$ cat config.mk
export PLATFORM = sky130hd
export DESIGN_NAME = mem_access_ctrl
export DESIGN_NICKNAME = d
export VERILOG_FILES = /design/src/rtl/mem_pkg.sv /design/src/rtl/mem_addr_decode.sv /design/src/rtl/mem_access_ctrl.sv
export SDC_FILE = /design/constraint.sdc
export NUM_CORES = 1
export LEC_CHECK = 0
export ABC_AREA = 1
export CAP_MARGIN = 10
export CORE_MARGIN = 10
export CORE_UTILIZATION = 40
export DETAILED_ROUTE_END_ITERATION = 16
export PLACE_DENSITY = 0.8
export SYNTH_ARGS = -nofsm -noshare
export SYNTH_HDL_FRONTEND = slang
export SYNTH_HIERARCHICAL = 1
export SYNTH_SLANG_ARGS = --single-unit
$ cat constraint.sdc
create_clock -name clk -period 2.1 [get_ports clk]
set_input_delay 0.42 -clock clk [delete_from_list [all_inputs] [get_ports clk]]
set_output_delay 0.42 -clock clk [all_outputs]
set_load 0.05 [all_outputs]
$ cat src/rtl/mem_pkg.sv
// rtl/mem_pkg.sv - shared encodings and defaults for the memory access sequencer
package mem_pkg;

    localparam int RAM_ADDR_W = 9;
    localparam logic [RAM_ADDR_W-1:0] DEF_IO_ADDR = 9'h1FF;

    typedef enum logic [1:0] {
        ST_IDLE   = 2'd0,
        ST_ACCESS = 2'd1,
        ST_RDWAIT = 2'd2
    } state_e;

    typedef enum logic [1:0] {
        CLS_RAM = 2'd0,
        CLS_IO  = 2'd1,
        CLS_ERR = 2'd2
    } cls_e;

endpackage

$ cat src/rtl/mem_addr_decode.sv
// rtl/mem_addr_decode.sv - classifies a CPU address as RAM, I/O word or out-of-range
module mem_addr_decode
    import mem_pkg::*;
#(
    parameter int                ADDR_W  = RAM_ADDR_W,
    parameter logic [ADDR_W-1:0] IO_ADDR = DEF_IO_ADDR
) (
    input  logic [31:0]       req_addr,
    output cls_e              cls,
    output logic [ADDR_W-1:0] word_addr
);

    always_comb begin
        word_addr = req_addr[ADDR_W-1:0];
        // Out-of-range takes priority so a high-bit alias of IO_ADDR is an error.
        if (req_addr[31:ADDR_W] != '0) begin
            cls = CLS_ERR;
        end else if (req_addr[ADDR_W-1:0] == IO_ADDR) begin
            cls = CLS_IO;
        end else begin
            cls = CLS_RAM;
        end
    end

endmodule

$ cat src/rtl/mem_access_ctrl.sv
// rtl/mem_access_ctrl.sv - load/store sequencer between CPU datapath, RAM and one I/O word
module mem_access_ctrl
    import mem_pkg::*;
#(
    parameter int                ADDR_W    = RAM_ADDR_W,
    parameter logic [ADDR_W-1:0] IO_ADDR   = DEF_IO_ADDR,
    parameter logic [31:0]       OUT_RESET = 32'h0
) (
    input  logic              clk,
    input  logic              reset,
    input  logic              req_valid,
    input  logic              req_write,
    input  logic [31:0]       req_addr,
    input  logic [31:0]       req_wdata,
    output logic              req_ready,
    output logic              resp_valid,
    output logic [31:0]       resp_rdata,
    output logic              resp_err,
    output logic [ADDR_W-1:0] ram_address,
    output logic [31:0]       ram_data_in,
    output logic              ram_write_enable,
    output logic              ram_read_enable,
    input  logic [31:0]       ram_data_out,
    input  logic [31:0]       in_port,
    output logic [31:0]       out_port
);

    cls_e              dec_cls;
    logic [ADDR_W-1:0] dec_addr;

    mem_addr_decode #(
        .ADDR_W  (ADDR_W),
        .IO_ADDR (IO_ADDR)
    ) u_decode (
        .req_addr  (req_addr),
        .cls       (dec_cls),
        .word_addr (dec_addr)
    );

    state_e            state_q, state_d;
    cls_e              cls_q, cls_d;
    logic              write_q, write_d;
    logic [ADDR_W-1:0] ram_address_q, ram_address_d;
    logic [31:0]       ram_data_in_q, ram_data_in_d;
    logic              ram_we_q, ram_we_d;
    logic              ram_re_q, ram_re_d;
    logic              req_ready_q, req_ready_d;
    logic              resp_valid_q, resp_valid_d;
    logic              resp_err_q, resp_err_d;
    logic [31:0]       resp_rdata_q, resp_rdata_d;
    logic [31:0]       out_port_q, out_port_d;

    // The RAM address/data registers double as the request latches.
    always_comb begin
        state_d       = state_q;
        cls_d         = cls_q;
        write_d       = write_q;
        ram_address_d = ram_address_q;
        ram_data_in_d = ram_data_in_q;
        resp_rdata_d  = resp_rdata_q;
        out_port_d    = out_port_q;
        ram_we_d      = 1'b0;
        ram_re_d      = 1'b0;
        resp_valid_d  = 1'b0;
        resp_err_d    = 1'b0;

        case (state_q)
            ST_IDLE: begin
                if (req_valid) begin
                    ram_address_d = dec_addr;
                    ram_data_in_d = req_wdata;
                    write_d       = req_write;
                    cls_d         = dec_cls;
                    ram_we_d      = req_write && (dec_cls == CLS_RAM);
                    ram_re_d      = !req_write && (dec_cls == CLS_RAM);
                    state_d       = ST_ACCESS;
                end
            end
            ST_ACCESS: begin
                case (cls_q)
                    CLS_RAM: begin
                        if (write_q) begin
                            resp_valid_d = 1'b1;
                            state_d      = ST_IDLE;
                        end else begin
                            state_d = ST_RDWAIT;
                        end
                    end
                    CLS_IO: begin
                        resp_valid_d = 1'b1;
                        state_d      = ST_IDLE;
                        if (write_q) begin
                            out_port_d = ram_data_in_q;
                        end else begin
                            resp_rdata_d = in_port;
                        end
                    end
                    default: begin
                        resp_valid_d = 1'b1;
                        resp_err_d   = 1'b1;
                        state_d      = ST_IDLE;
                    end
                endcase
            end
            ST_RDWAIT: begin
                resp_rdata_d = ram_data_out;
                resp_valid_d = 1'b1;
                state_d      = ST_IDLE;
            end
            default: begin
                state_d = ST_IDLE;
            end
        endcase

        req_ready_d = (state_d == ST_IDLE);
    end

    always_ff @(posedge clk) begin
        if (reset) begin
            state_q       <= ST_IDLE;
            cls_q         <= CLS_RAM;
            write_q       <= 1'b0;
            ram_address_q <= '0;
            ram_data_in_q <= 32'h0;
            ram_we_q      <= 1'b0;
            ram_re_q      <= 1'b0;
            req_ready_q   <= 1'b1;
            resp_valid_q  <= 1'b0;
            resp_err_q    <= 1'b0;
            resp_rdata_q  <= 32'h0;
            out_port_q    <= OUT_RESET;
        end else begin
            state_q       <= state_d;
            cls_q         <= cls_d;
            write_q       <= write_d;
            ram_address_q <= ram_address_d;
            ram_data_in_q <= ram_data_in_d;
            ram_we_q      <= ram_we_d;
            ram_re_q      <= ram_re_d;
            req_ready_q   <= req_ready_d;
            resp_valid_q  <= resp_valid_d;
            resp_err_q    <= resp_err_d;
            resp_rdata_q  <= resp_rdata_d;
            out_port_q    <= out_port_d;
        end
    end

    assign req_ready        = req_ready_q;
    assign resp_valid       = resp_valid_q;
    assign resp_err         = resp_err_q;
    assign resp_rdata       = resp_rdata_q;
    assign ram_address      = ram_address_q;
    assign ram_data_in      = ram_data_in_q;
    assign ram_write_enable = ram_we_q;
    assign ram_read_enable  = ram_re_q;
    assign out_port         = out_port_q;

endmodule

# Yosys cells after proc, flatten, opt, wreduce, memory -nomap -nowiden
# Index checks and enable logic that the tools add are counted.
[totals]
inputBits = 132
elab_cells = 49
register_bits = 115
out_inout_bits = 110
[classes]
n_eq_ne = 6
n_mux = 13
reduce_logical = 15
n_bitwise = 3
[ops]
columns = ["operator", "n"]
rows = [
  ["2-to-1 mux 32 bit", 2],
  ["case mux 32 bit (2 select lines)", 1],
  ["nonzero test 23 bit", 1],
  ["equality test 9 bit (second input constant)", 1],
  ["logical NOT 2 bit", 4],
  ["2-to-1 mux 2 bit", 4],
  ["AND reduction 3 bit", 2],
  ["equality test 2 x 1 -> 1 bit (second input constant)", 2],
  ["2-to-1 mux 1 bit", 4],
  ["inequality test 2 bit (second input constant)", 2],
  ["case mux 2 bit (2 select lines)", 1],
  ["OR reduction 2 bit", 2],
  ["NOT 1 bit", 3],
  ["OR reduction 3 bit", 1],
  ["equality test 2 bit (second input constant)", 1],
  ["logical AND 1 bit", 2],
  ["case mux 1 bit (2 select lines)", 1],
  ["AND reduction 2 bit", 1],
  ["nonzero test 2 bit", 1],
  ["logical NOT 1 bit", 1],
]

# Depth between registers and ports, before layout
# Gate-level depths: netlist of the first run.
[depth]
ltp_word = 5
depth_mapped = 10
mapped_depth_nobuf = 9

# Modules after synthesis
# Netlist of the first run, hierarchy kept.
[by_module_without_submodules]
columns = ["mod", "seq_area_each_um2", "instances", "area_each_um2", "cells_each"]
rows = [
  ["mem_access_ctrl", 2302.2, 1, 4635.7, 642],
  ["mem_addr_decode", 0.0, 1, 193.9, 37],
]

# Worst setup path after synthesis of the first run
# No wires, ideal clock.
[synth_timing]
path_type = "reg-to-reg"
from = "reg state_q[0]"
to = "reg ram_data_in_q[21] (netlist: ram_data_in[21])"
period_less_slack_ns = 1.329
stages_incl_launch_ff = 8
setup_time_ns = 0.065
path_buffers = 2
slack_ns = 0.771
t_arrival_ns = 1.265
required_ns = 2.035
path_cell_list = "dfxtp_1 inv_1 ha_1 nand2_1 buf_6 clkbuf_1 o21ai_0 nor2_1"
[synth_via]
elab_chain_len = 2
[synth_rtl]
columns = ["element", "line_no", "text"]
rows = [
  ["start, declared", "mem_access_ctrl.sv:40", "state_e state_q, state_d;"],
  ["start signal, assigned", "mem_access_ctrl.sv:133", "state_q <= state_d;"],
  ["logical NOT 2 bit", "mem_access_ctrl.sv:67", "case (state_q)"],
  ["AND reduction 2 bit (no line)", "--", ""],
  ["end signal, assigned", "mem_access_ctrl.sv:137", "ram_data_in_q <= ram_data_in_d;"],
  ["end, declared", "mem_access_ctrl.sv:44", "logic [31:0] ram_data_in_q, ram_data_in_d;"],
]
# No other way between the ends.
# A chain may end at the register's enable or synchronous reset.

# Worst setup path after layout of the first run
[layout_timing]
from = "reg ram_data_in_q[29] (netlist: ram_data_in[29])"
to = "out ram_data_in[29]"
[layout_rtl]
columns = ["element", "line_no", "text"]
rows = [
  ["end, declared", "mem_access_ctrl.sv:20", "output logic [31:0] ram_data_in,"],
]
# No word-level cell between the ends.

==> results of run 1 <==
-- metal layers --
| layer | GRT usage (%) | vias to the layer above | part of all wire (%) |
|---|---|---|---|
| li1 | - | 2574 | - |
| met1 | 18.6 | 2095 | 40 |
| met2 | 30.9 | 133 | 51 |
| met3 | 4.91 | 29 | 6.2 |
| met4 | 8.66 | 0 | 3.1 |
| met5 | 0 | - | 0 |
-- power by group through the flow --
stage	sequential (mW)	combinational (mW)	clock (mW)
3_3_place_gp	2.45	1.50	0
6_report	2.41	1.51	2.92
4_1_cts	2.41	1.52	2.97
3_5_place_dp	2.46	1.51	0
5_1_grt	2.43	1.62	3.06
2_1_floorplan	2.92	0.427	0
-- metrics by stage --
stage | cell area, sq um | cells
5_1_grt | 7890 | 1060
3_5_place_dp | 7290 | 1029
4_1_cts | 7890 | 1060
3_3_place_gp | 7290 | 1029
2_1_floorplan | 4830 | 679
6_report | 7890 | 1060
-- registers in the layout, indices dropped and copies added (netlist names), 2 cells and up --
signal       flops
ram_address      9
out_port        32
state_q          2
cls_q            2
ram_data_in     32
resp_rdata      32
-- cell usage after synthesis, types with 11 or more instances --
cell	count	area [sq um]
nand2_1	99	372
o21ai_1	11	55.1
nor2_1	214	803
buf_4	16	120
nand3b_1	15	113
inv_1	39	146
o21ai_0	80	400
clkbuf_1	16	60.1
dfxtp_1	115	2300
buf_2	16	80.1
a21oi_1	20	100
o21a_1	17	128
-- logic make-up after synthesis --
logic type / share of synthesized area (%)
buffers and inverters: 9.20
DFF: 47.7
adders and majority gates: 0.777
and+or+nand+nor: 28.2
AOI/OAI and AO/OA: 14.1
-- cells in the final DEF (no fill, tap or decap), drive strengths merged --
cell | Yosys | routed
clkdlybuf4s50 | 0 | 239
o21ai | 91 | 91
nor3 | 2 | 2
bufinv | 0 | 3
ha | 3 | 3
nor2 | 218 | 218
nand3 | 2 | 2
buf | 35 | 14
nand4 | 2 | 2
and3 | 1 | 1
dfxtp | 115 | 115
clkinvlp | 0 | 3
clkbuf | 16 | 17
dlymetal6s2s | 0 | 1
a21oi | 20 | 20
inv | 41 | 44
nand2 | 100 | 100
nand3b | 15 | 15
clkinv | 1 | 6
o21a | 17 | 17
-- area by class of cell --
cell class	count	area (sq um)	area share, %
flip-flops and latches	115	2300	29.2
inverters	42	158	2.00
clock buffers	17	425	5.39
well taps	147	184	2.33
clock inverters	14	179	2.27
multi-input cells	471	2090	26.4
repair buffers	254	2560	32.4
-- path summary, 6_finish.rpt --
check	endpoint	cells past startpoint	startpoint	slack, ns
hold / removal	out_port[14]	2	out_port[14]	0.48
hold reg to reg	out_port[14]	2	out_port[14]	0.48
setup reg to reg	out_port[24]	7	state_q[1]	0.35
setup / recovery	ram_data_in[29]	1	ram_data_in[29]	0.07
-- timing repair --
action | in CTS | in global routing
setup buffers | 0 | 0
setup endpoints to repair | 0 | 1
resized for setup | 0 | 1
==> flow_summary.ini, run 1 <==
[pwr]
switching_power_mw = 2.01
intPower_mw = 4.82
power_frac_seq_pct = 35.3
netSwitchingFraction_pct = 29.5
finalPower_mw = 6.84
max-vdd-ir-drop_mv = 0.438
p_clk_share_pct = 42.7
powerDensity_mw_per_mm2 = 866
p_leak_nw = 3.20
pwr-share-comb_pct = 22.0

[die]
rows = 40
coreArea_sq_mm = 0.0119
die_area_sq_mm = 0.0169
fp.dieW_um = 130
io_pins = 242
die_y_um = 130
start_util_pct = 40.5

[sta]
skew_ns = 0.00650
fmax_mhz = 492
slew_headroom_pct = 61.3
fin_ws_ns = 0.0689
tns_ns = 0
rsz0062_at_grt = false
finalHoldViolCount = 0
min_period_ns = 2.03
holdWs_ns = 0.478
maxSlewViolCount = 0
finalCritPeriodShare_pct = 96.7
worstMarginPinSlew_ns = 0.578
setup-violations-final = 0

[setup_path]
critPathSlowestCell = clkdlybuf4s50_1
critPathMaxFanout = 3
critical_path_buf_inv_count = 1
crit_path_start_kind = register
path_class = register to output port
cpPeakStageDelay_ns = 0.85
cpLargestDelayFamily = buffers and inverters
cp_cell_sequence = clkdlybuf4s50_1
crit_arrival_ns = 1.61
cp-end-kind = output port
cp_data_required_time_ns = 1.68

[synthesis]
ys_warn_count = 6
synth_sequential_area_ratio_pct = 47.7
syn_inst = 679
synth_edf_count = 0
ys_seq_elements = 115
synth_cell_types = 24
syn-num-nets = 814
synthFlopType = dfxtp_1
avgSynthCellArea_sq_um = 7.11
syn_area_sq_mm = 0.00483
async_flop_share_pct = 0

[run_status]
status = complete, no violations

[detailed_routing]
wl_per_cell_um = 14.2
first_iter_violations = 296
viasPerCell = 4.56
drtAntennaViolNets = 0
drc_errors = 0
dr_total_vias = 4831
drt-pass1-iter-count = 6
routed_wl_um = 15100

[global_route]
grt_pass1_vias = 4704
antenna_found_initial = 0
grt_pass1_wl_um = 23500
grt_usage_pct = 17.4
grt_max_degree = 65
overflow = 0

[cts]
ctsHoldBuffers = 0
clock-sinks = 115
clock_latency_ns = 0.40
htree_levels = 4
cts_tree = yes
cts.reportedPaths.clkPinSlew_ns = 0.06
cts_root_buf = clkbuf_16
clockBufferDepth = 2
cts_buffers = 17

[final_layout]
num-fill-cells = 1026
area.growth.synth_to_final_pct = 63.4
nets = 1036
insertedDiodeCount = 0
drive_gt1_share_pct = 5.91
final_util_pct = 66.3

[place]
place_congestion = 0.803
hpwl_um = 11400
port_buffers = 241
preCtsSetupSlack_ns = 0.366

[min_path]
hold_class = register to register

[job]
maxCapViolCount = 0
(Power assumes the default switching activity.)
==> run 2, diff against run 1 <==
--- a/config.mk
+++ b/config.mk
@@ -10,8 +10,7 @@
 export CORE_MARGIN = 10
 export CORE_UTILIZATION = 40
 export DETAILED_ROUTE_END_ITERATION = 16
-export PLACE_DENSITY = 0.8
+export PLACE_DENSITY = 0.82
 export SYNTH_ARGS = -nofsm -noshare
 export SYNTH_HDL_FRONTEND = slang
-export SYNTH_HIERARCHICAL = 1
 export SYNTH_SLANG_ARGS = --single-unit
==> flow_summary.ini, run 2 <==
[final_layout]
multi_input_area_sq_mm = 0.00175
final_cell_area_sq_mm = 0.00758
mostFrequentLayoutCells = 166 x clkdlybuf4s50_1, 115 x dfxtp_1, 89 x nor2_1
nets = 894
seqCellArea_sq_mm = 0.00230
drive_gt1_share_pct = 10.9
num-fill-cells = 863
area.growth.synth_to_final_pct = 71.2
fin_cells = 911
final_common_cell = clkdlybuf4s50_1
insertedDiodeCount = 0

[synthesis]
syn_area_sq_mm = 0.00443
synth_compound_area_share_pct = 16.7
async_flop_share_pct = 0
synth_top_area_share_pct = 52.0
syn_inst = 520
synth_sequential_area_ratio_pct = 52.0
synthFlopType = dfxtp_1
synth_cell_types = 25
synthAdderAreaFrac_pct = 0.848
yosysTopAreaCell = dfxtp_1
synth_simple_gate_area_share_pct = 13.9
synthMostInstantiatedCell = dfxtp_1
synth_common_cells = 115 x dfxtp_1, 89 x nor2_1, 82 x o21ai_0
synth_top_family_by_area = compound AO/OA/AOI/OAI gates
ys_seq_elements = 115
synth_edf_count = 0
yosys-top-cells-area = dfxtp_1 52%, o21ai_0 9.3%, mux2_2 8.1%
syn-num-nets = 655
synth_mux_area_share_pct = 8.14
avgSynthCellArea_sq_um = 8.51
ys_warn_count = 0
synthXorXnorAreaFrac_pct = 0

[global_route]
grt_pass1_wl_um = 24200
grt_max_degree = 63
antenna_found_initial = 0
overflow = 0
grt_usage_pct = 18.6
grt_pass1_vias = 4616

[pwr]
p_leak_nw = 4.00
finalPower_mw = 6.14
powerDensity_mw_per_mm2 = 810
max-vdd-ir-drop_mv = 0.523

[setup_path]
critical_path_buf_inv_count = 1
crit_path_start_kind = register
cpLargestDelayFamily = buffers and inverters
critPathSlowestCell = clkdlybuf4s50_1
cp_cell_sequence = clkdlybuf4s50_1
critPathMaxFanout = 2
cp-end-kind = output port
crit_arrival_ns = 1.66
path_class = register to output port
cp_data_required_time_ns = 1.68
cpPeakStageDelay_ns = 0.84

[cts]
ctsHoldBuffers = 0
clockBufferDepth = 2
clock_latency_ns = 0.49
cts.reportedPaths.clkPinSlew_ns = 0.06
htree_levels = 4
cts_tree = yes
cts_root_buf = clkbuf_8
postCtsSetupBuffers = 0
cts_buffers = 17
clock-sinks = 115

[die]
fp.dieW_um = 125
start_util_pct = 40.8
die_y_um = 125
rows = 38
die_area_sq_mm = 0.0157
coreArea_sq_mm = 0.0108
io_pins = 242

[place]
preCtsSetupSlack_ns = 0.236
place_congestion = 0.844
dp_cells = 880
port_buffers = 241
placed_area_sq_mm = 0.00690
hpwl_um = 12000

[detailed_routing]
drc_errors = 0
dr_total_vias = 4381
wl_per_cell_um = 17.1
routed_wl_um = 15600
drtAntennaViolNets = 0
first_iter_violations = 183
viasPerCell = 4.81
drt-pass1-iter-count = 5

[sta]
fin_ws_ns = 0.0245
fmax_mhz = 482
worstMarginPinSlew_ns = 0.587
skew_ns = 0.0105
slew_headroom_pct = 60.8
setup-violations-final = 0
tns_ns = 0
min_period_ns = 2.08
finalHoldViolCount = 0
finalCritPeriodShare_pct = 98.8
maxSlewViolCount = 0

[run_status]
status = complete, no violations

[job]
maxCapViolCount = 0

[min_path]
hold_class = register to register
[run 2: report_power, final]
part | internal (mW) | leakage, nW | switching (mW) | total (mW)
clock | 1.63 | 0.260 | 0.990 | 2.62
combinational | 0.497 | 2.81 | 0.668 | 1.16
sequential | 2.30 | 0.936 | 0.0560 | 2.35
[run 2: routing by layer]
layer  up-vias  track usage (%)  share of wire [%]
li1       2185                -                  -
met1      2015             20.0                 40
met2       166             31.9                 49
met3        15             8.96                9.6
met4         0             4.88                1.6
met5         -                0                  0
[run 2: cell type report]
class	instances	area share (%)
Sequential cell	115	30.4
Tap cell	140	2.31
Inverter	45	2.25
Clock buffer	20	5.88
Timing Repair Buffer	251	34.7
Multi-Input combinational cell	329	23.1
Clock inverter	11	1.39
[run 2: stage by stage]
step	hold slack, ns	utilization, %
floorplan	0.490	-
global placement	0.451	63.6
detailed placement	0.452	63.6
CTS	0.468	68.5
global route	0.491	69.9
finish	0.463	69.9
[run 2: final timing paths]
| check | start | to | slack (ns) | depth (start not counted) |
|---|---|---|---|---|
| worst max-delay path | resp_rdata[19] | resp_rdata[19] | 0.02 | 1 |
| worst min-delay path | ram_data_in[24] | out_port[24] | 0.46 | 2 |
| worst max register to register | state_q[1] | resp_rdata[22] | 0.39 | 7 |
| worst min register to register | ram_data_in[24] | out_port[24] | 0.46 | 2 |
[run 2: kinds of logic (layout without fill, tap and decap cells)]
family / after synthesis / after routing
flip-flops: 115 / 115
AO/OA/AOI/OAI: 140 / 140
multiplexers: 32 / 32
buffers and inverters: 76 / 327
AND/OR/NAND/NOR: 154 / 154
adder cells (fa/ha/maj): 3 / 3
[run 2: timing repair]
| action | 4_1_cts | 5_1_grt |
|---|---|---|
| gates resized for setup | 14 | 60 |
| hold endpoints to repair | 0 | 0 |
| gates cloned | 0 | 0 |
| endpoints found under the setup margin | 14 | 60 |
[run 2: tightest hold or removal path, stage by stage, from the launching register on]
cell	delay (ns)
dfxtp_1	0.30
inv_1	0.06
a21oi_1	0.06
==> run 3, diff against run 2 <==
--- a/config.mk
+++ b/config.mk
@@ -11,6 +11,7 @@
 export CORE_UTILIZATION = 40
 export DETAILED_ROUTE_END_ITERATION = 16
 export PLACE_DENSITY = 0.82
+export SLEW_MARGIN = 20
 export SYNTH_ARGS = -nofsm -noshare
 export SYNTH_HDL_FRONTEND = slang
 export SYNTH_SLANG_ARGS = --single-unit
==> results of run 3 <==
Same layout as run 2: the final DEF is identical, and so are final timing and power.
